**config.mk**
```make
export PLATFORM = sky130hd
export DESIGN_NAME = snes_csync_gen
export DESIGN_NICKNAME = d
export VERILOG_FILES = /design/src/rtl/snes_csync_gen.sv
export SDC_FILE = /design/constraint.sdc
export NUM_CORES = 1
export LEC_CHECK = 0
export ABC_AREA = 1
export CAP_MARGIN = 40
export CORE_AREA = 2 2 73 75
export DETAILED_ROUTE_END_ITERATION = 10
export DIE_AREA = 0 0 75 77
export DONT_BUFFER_PORTS = 1
export GPL_TIMING_DRIVEN = 0
export HOLD_SLACK_MARGIN = 0.02
export SLEW_MARGIN = 20
export SYNTH_ARGS = -nofsm -noshare
export SYNTH_HDL_FRONTEND = slang
export SYNTH_SLANG_ARGS = --single-unit
```
**constraint.sdc**
```tcl
create_clock -name MCLK_i -period 3.9 [get_ports MCLK_i]
set_input_delay 0.39 -clock MCLK_i [delete_from_list [all_inputs] [get_ports MCLK_i]]
set_output_delay 0.39 -clock MCLK_i [all_outputs]
set_load 0.03 [all_outputs]
```
**src/rtl/snes_csync_gen.sv**
```systemverilog
// -----------------------------------------------------------------------------
// snes_csync_gen
//   SNES PPU-style composite sync generator. Counts master clocks into dots,
//   lines and fields and drives an active-low CSYNC. It reproduces the PPU
//   short-line quirk: line SHORT_LINE of odd non-interlaced fields is 1360
//   mclk instead of 1364. In interlace mode, field 0 carries one extra line,
//   and that last line ends at H_TOTAL/2 (a half line).
//
//   Optional feature macro: CSYNC_SERRATION_EN
//     defined   : vsync lines carry two serrated broad pulses per line
//     undefined : vsync lines carry one broad pulse per line
//
// Ports
//   MCLK_i       in   1  master clock (21.477 MHz)
//   RST_N_i      in   1  synchronous active-low reset
//   EN_i         in   1  count enable; low freezes every register
//   INTERLACE_i  in   1  interlace request, sampled only at a field wrap
//   CSYNC_o      out  1  composite sync, active low
//   DOT_EN_o     out  1  one-mclk dot strobe (h_cnt[1:0]==0)
//   LINE_o       out  9  current line index
//   FIELD_o      out  1  field parity
//   SHORT_o      out  1  high for the whole duration of a short line
//
// Every output is registered, so it shows the counter state of the
// previous cycle.
// -----------------------------------------------------------------------------
module snes_csync_gen #(
   parameter int H_TOTAL    = 1364,
   parameter int H_SHORT    = 1360,
   parameter int HSYNC_LEN  = 100,
   parameter int V_TOTAL    = 262,
   parameter int VSYNC_LINE = 240,
   parameter int VSYNC_CNT  = 3,
   parameter int SHORT_LINE = 240
) (
   input  logic       MCLK_i,
   input  logic       RST_N_i,
   input  logic       EN_i,
   input  logic       INTERLACE_i,
   output logic       CSYNC_o,
   output logic       DOT_EN_o,
   output logic [8:0] LINE_o,
   output logic       FIELD_o,
   output logic       SHORT_o
);

   localparam logic [10:0] H_TOTAL_W = 11'(H_TOTAL);
   localparam logic [10:0] H_SHORT_W = 11'(H_SHORT);
   localparam logic [10:0] HSYNC_W   = 11'(HSYNC_LEN);
   localparam logic [10:0] H_HALF_W  = 11'(H_TOTAL / 2);
   localparam logic [8:0]  V_TOTAL_W = 9'(V_TOTAL);
   localparam logic [8:0]  VS_LO_W   = 9'(VSYNC_LINE);
   localparam logic [8:0]  VS_HI_W   = 9'(VSYNC_LINE + VSYNC_CNT);
   localparam logic [8:0]  SHORT_W   = 9'(SHORT_LINE);
`ifdef CSYNC_SERRATION_EN
   localparam logic [10:0] BROAD_A_W = 11'(H_TOTAL / 2 - HSYNC_LEN);
   localparam logic [10:0] BROAD_B_W = 11'(H_TOTAL - HSYNC_LEN);
`endif

   // counter state
   logic [10:0] h_cnt_q, h_cnt_d;
   logic [8:0]  line_q,  line_d;
   logic        field_q, field_d;
   logic        ilace_q, ilace_d;
   // short-line flag, decided when the line starts and held for the line
   logic        short_q, short_d;

   // output registers
   logic        csync_q, csync_d;
   logic        dot_en_q, dot_en_d;
   logic [8:0]  line_o_q, line_o_d;
   logic        field_o_q, field_o_d;
   logic        short_o_q, short_o_d;

   logic [10:0] h_end;
   logic [10:0] h_last;
   logic [8:0]  v_last;
   logic        half_line;
   logic        vsync_line;

   always_comb begin
      h_cnt_d = h_cnt_q;
      line_d  = line_q;
      field_d = field_q;
      ilace_d = ilace_q;
      short_d = short_q;

      h_end = short_q ? H_SHORT_W : H_TOTAL_W;

      // interlaced field 0 is one line longer, and that last line is a half line
      v_last    = (ilace_q && !field_q) ? V_TOTAL_W : V_TOTAL_W - 9'd1;
      half_line = ilace_q && !field_q && (line_q == v_last);
      h_last    = half_line ? H_HALF_W - 11'd1 : h_end - 11'd1;

      if (h_cnt_q == h_last) begin
         h_cnt_d = 11'd0;
         if (line_q == v_last) begin
            line_d  = 9'd0;
            field_d = !field_q;
            ilace_d = INTERLACE_i;
         end else begin
            line_d = line_q + 9'd1;
         end
         // decide the next line's length now so it stays fixed for the whole line
         short_d = (line_d == SHORT_W) && field_d && !ilace_d;
      end else begin
         h_cnt_d = h_cnt_q + 11'd1;
      end

      vsync_line = (line_q >= VS_LO_W) && (line_q < VS_HI_W);

      if (!vsync_line) begin
         csync_d = !(h_cnt_q < HSYNC_W);
      end else begin
`ifdef CSYNC_SERRATION_EN
         csync_d = !((h_cnt_q < BROAD_A_W) ||
                     ((h_cnt_q >= H_HALF_W) && (h_cnt_q < BROAD_B_W)));
`else
         csync_d = !(h_cnt_q < (h_end - HSYNC_W));
`endif
      end

      dot_en_d  = (h_cnt_q[1:0] == 2'd0);
      line_o_d  = line_q;
      field_o_d = field_q;
      short_o_d = short_q;
   end

   always_ff @(posedge MCLK_i) begin
      if (!RST_N_i) begin
         h_cnt_q   <= 11'd0;
         line_q    <= 9'd0;
         field_q   <= 1'b0;
         ilace_q   <= 1'b0;
         short_q   <= 1'b0;
         csync_q   <= 1'b1;
         dot_en_q  <= 1'b0;
         line_o_q  <= 9'd0;
         field_o_q <= 1'b0;
         short_o_q <= 1'b0;
      end else if (EN_i) begin
         h_cnt_q   <= h_cnt_d;
         line_q    <= line_d;
         field_q   <= field_d;
         ilace_q   <= ilace_d;
         short_q   <= short_d;
         csync_q   <= csync_d;
         dot_en_q  <= dot_en_d;
         line_o_q  <= line_o_d;
         field_o_q <= field_o_d;
         short_o_q <= short_o_d;
      end
   end

   assign CSYNC_o  = csync_q;
   assign DOT_EN_o = dot_en_q;
   assign LINE_o   = line_o_q;
   assign FIELD_o  = field_o_q;
   assign SHORT_o  = short_o_q;

endmodule

```
# == Yosys cells after proc, flatten, opt, wreduce, memory -nomap -nowiden ==
# Index checks and enable logic that the tools add are counted.
# classes
order_cmp,4
n_reduce_logical,11
n_eq_ne,3
add_sub_neg,4
muxes,11
# ops
op,count
$mux W11,2
$mux W9,2
$add A11 B1 Y11 const B,1
$eq A11 B11 Y1,1
$lt A11 B11 Y1,1
$lt A11 B7 Y1 const B,1
$sub A11 B1 Y11 const B,1
$sub A11 B7 Y11 const B,1
$add A9 B1 Y9 const B,1
$eq A9 B8 Y1 const B,1
$eq A9 B9 Y1,1
$ge A9 B8 Y1 const B,1
$lt A9 B8 Y1 const B,1
$logic_and A1 B1 Y1,5
$mux W1,5
$logic_not A1 Y1,4
$mux W3,1
$logic_not A2 Y1,1
$mux W2,1
$reduce_and A2 Y1,1
# totals
output_inout_bits,13
reg_bits,36
in_bits,4
elab_cells,43

# == Longest topological paths before layout ==
# logic_depth
ltp_word,11
depth_mapped,14
ltp_nobuf,13

# == Worst setup path before layout ==
# No wires, ideal clock.
# synth_timing
path_kind,register to register
start,register h_cnt_q[1]
end,register h_cnt_q[10]
path_slack_ps,2442
setup_time_ps,115
period_less_slack_ps,1458
path_stages_with_launch,8
arrival_ps,1344
cell_sequence,dfxtp_1 > ha_1 > nand4_1 > nor3_2 > nand2_1 > nor3_1 > xor2_1 > nor2_1
# synth_via
elab_chain_cells,2
elab_cells_between_ends,3
# synth_rtl
item,line,text
start: declaration,61,"logic [10:0] h_cnt_q, h_cnt_d;"
start signal: assignment,142,h_cnt_q <= h_cnt_d;
$add A11 B1 Y11 / $eq A11 B11 Y1 (equally long branches),"107, 95",
$mux W11 *,95,if (h_cnt_q == h_last) begin
# Mark *: on every way between the ends. The rest lies on a longest branch, timed or not.
# A chain may end at the register's enable or synchronous reset.

# == Worst setup path in the final report ==
# layout_timing
start,"register line_q[1], in the netlist line_o_d[1]"
end,"register short_q, in the netlist short_o_d"
# layout_via
elab_chain_cells,6
elab_cells_between_ends,16
# layout_rtl
item,line,text
start: declaration,62,"logic [8:0] line_q, line_d;"
start signal: assignment,143,line_q <= line_d;
$add A9 B1 Y9 / $eq A9 B9 Y1 (equally long branches),"102, 92, 97",
$mux W9,97,if (line_q == v_last) begin
$mux W9,95,
$eq A9 B8 Y1,105,short_d = (line_d == SHORT_W) && field_d && !ilace_d;
$logic_and A1 B1 Y1 (2 in a row),105,
end signal: assignment,146,short_q <= short_d;
end: declaration,66,"logic short_q, short_d;"
# Several ways; a longest one is shown, not always the timed one. The select of a mux whose other input is x is not followed.

==> results_dict.tcl <==
set metrics [dict create \
    yosys_warnings 0 \
    die_area_mm2 0.00578 \
    pin_count 17 \
    cts_buffers 5 \
    fin_ws_ns 2.15 \
    fin_cells 359 \
    dp.cells 351 \
    antenna_found_initial 0 \
    crit_family "simple AND/OR/NAND/NOR gates" \
    hold_viol 0 \
    cts_resized 0 \
    syn-instance-count 281 \
    clk-insertion-delay-late_ns 0.30 \
    fmax_mhz 573 \
    grt_usage 0.168 \
    critPathLaunchType "flip-flop" \
    holdPathStages 4 \
    period_needed_ns 1.75 \
    rows 26 \
    hp-class "in -> reg" \
    cts_tree "done" \
    place_area_mm2 0.00204 \
    gp_congestion 0.830 \
    reg2reg_depth 9 \
    cp.depth 9 \
    dieWidth_um 75 \
    rsz0062_at_grt "false" \
    htreeDepth 2 \
    ys_ff_latch 36 \
    setup_viol 0 \
    drt_iter0_markers 72 \
    area_growth_pct 10.2 \
    maxSlewViolCount 0 \
    status "finished clean" \
    routed_wl_um 4150 \
    vias 1661 \
    crit_chain "ha_1 -> nand2_1 -> nor2_1 -> nand2_1 -> o21ai_0 -> nand4_1 -> nor2_1 -> nand2_1 -> nand2_1" \
    ys_seq_area_frac 0.370 \
    io_buffers 0 \
    ctsHoldBuffers 0 \
    core-area_mm2 0.00498 \
    die_h_um 77 \
    clk_pin_slew_worst_paths_ns 0.08 \
    cts.sinks 36 \
    grt_pass1_wl_um 7450 \
    power_density_mw_per_mm2 355 \
    fillers 504 \
    grt_max_degree 13 \
    path_buf_inv 0 \
    postCtsSetupBuffers 0 \
    cpMostUsedCell "nand2_1" \
    nets 298 \
    multi_input_area_mm2 0.00104 \
    post_drt_wl_per_cell_um 11.6 \
    grt_pass1_vias 1588 \
    place_ws_ns 2.20 \
    relSlewSlack 0.696 \
    stdcell_area_mm2 0.00215 \
    crit_slowest_cell "dfxtp_1" \
    route.detailed.drc 0 \
    start_util 0.392 \
    antennaDiodeCount 0 \
    register_area_um2 721 \
    cp_data_required_time_ns 4.14 \
    skew_ns 0.00820 \
    hpwl_um 3040 \
    antenna_left 0 \
    critPathArrivalTime_ns 1.98 \
    cp-end-kind "flip-flop" \
    fin_crit_sh 0.448 \
    crit_fanout 6 \
    fin_setup_tns_ns 0 \
    drive_gt1_frac 0.0900 \
    drv_cap 0 \
    clock-root-buffer "clkbuf_8" \
    clockBufferDepth 2 \
    cellLeakagePower_nw 0.868 \
    synth_cell_type_count 29 \
    drt-vias-per-instance 4.63 \
    irDropWorstVdd_mv 0.225 \
    avgSynthCellArea_um2 6.94 \
    finalPower_mw 0.763 \
    max_slew.worst_pin.slew_ns 0.456 \
    syn-num-nets 291 \
    grt-ovfl-total 0 \
    crit_type "reg -> reg" \
    syn_area_mm2 0.00195 \
    critPathMaxStageDelay_ns 0.43 \
    drtPass1Iterations 4 \
]
kinds of logic after synthesis:
family          after synthesis  synth area share
xor+xnor                     11            0.0494
simple gates                142             0.327
flops                        36             0.370
compound gates               43             0.121
fa+ha+maj                     6            0.0385
buf+inv                      43            0.0943
layer usage:
| metal | wire length, um | GRT usage |
|---|---|---|
| met5 | 0 | 0 |
| met3 | 204 | 0.0407 |
| met1 | 2100 | 0.236 |
| met2 | 1720 | 0.237 |
| met4 | 121 | 0.0804 |
placed cells by master, fill, tap and decap left out, types with 2 or more instances in the layout:
cell type / Yosys / final
nand2_1: 62 / 62
nor2_1: 47 / 47
dfxtp_1: 36 / 36
inv_1: 31 / 31
o21ai_0: 21 / 21
a21oi_1: 16 / 16
nand3_1: 12 / 12
xor2_1: 10 / 10
nand4_1: 7 / 7
ha_1: 6 / 6
clkbuf_1: 5 / 5
clkbuf_8: 0 / 5
inv_2: 3 / 3
buf_6: 3 / 3
nand2_2: 3 / 3
nor3_1: 3 / 3
nor2_4: 2 / 2
a21boi_0: 2 / 2
cell type report:
cell class                 count  area share
buffer                         9      0.0262
clock buffer                   5      0.0320
clock inverter                 3      0.0198
inverter                      34      0.0594
multi-input combinational    202       0.486
sequential                    36       0.335
tap                           70      0.0408
cells in the mapped netlist:
library cell | count | share of area
a21boi_0 | 2 | 0.0077
a21oi_1 | 16 | 0.041
a21oi_4 | 1 | 0.0083
a31oi_1 | 1 | 0.0032
buf_1 | 1 | 0.0019
buf_6 | 3 | 0.017
clkbuf_1 | 5 | 0.0096
dfxtp_1 | 36 | 0.37
ha_1 | 6 | 0.039
inv_1 | 31 | 0.060
inv_2 | 3 | 0.0058
nand2_1 | 62 | 0.12
nand2_2 | 3 | 0.0096
nand2_4 | 1 | 0.0058
nand3_1 | 12 | 0.031
nand3_2 | 1 | 0.0051
nand3_4 | 1 | 0.0090
nand4_1 | 7 | 0.022
nand4_2 | 1 | 0.0064
nor2_1 | 47 | 0.091
nor2_2 | 1 | 0.0032
nor2_4 | 2 | 0.012
nor3_1 | 3 | 0.0077
nor3_2 | 1 | 0.0051
o2111ai_1 | 1 | 0.0045
o21ai_0 | 21 | 0.054
o21ai_1 | 1 | 0.0026
xnor2_1 | 1 | 0.0045
xor2_1 | 10 | 0.045
power breakdown:
group	leakage, nW	switching [mW]	total (mW)	internal, mW
Combinational	0.521	0.0213	0.0314	0.0101
Sequential	0.293	0.0213	0.398	0.376
Clock	0.0541	0.144	0.334	0.189
Total	0.868	0.187	0.763	0.576
flip-flops by register name, indices dropped and copies added (netlist names):
| signal | flops |
|---|---|
| line_o_d | 9 |
| field_o_d | 1 |
| ilace_q | 1 |
| CSYNC_o | 1 |
| DOT_EN_o | 1 |
| SHORT_o | 1 |
| h_cnt_q | 11 |
| FIELD_o | 1 |
| short_o_d | 1 |
| LINE_o | 9 |
tightest hold or removal path, cell delays in order:
cell	delay [ns]
o21ai_1	0.07
nand2_1	0.07
nand2_1	0.04
nor2_1	0.07
final timing paths:
kind / start / to / slack (ns)
worst max-delay path: line_o_d[1] / short_o_d / 2.15
worst min register to register: ilace_q / ilace_q / 0.50
worst min-delay path: INTERLACE_i / ilace_q / 0.37
worst max register to register: line_o_d[1] / short_o_d / 2.15
through the flow:
step | hold slack (ns) | util
4_1_cts | 0.358 | 0.432
3_3_place_gp | 0.491 | 0.409
3_5_place_dp | 0.496 | 0.409
6_report | 0.368 | 0.432
2_1_floorplan | 0.475 | -
5_1_grt | 0.397 | 0.432
No activity file was read; power rests on OpenSTA's default activity.
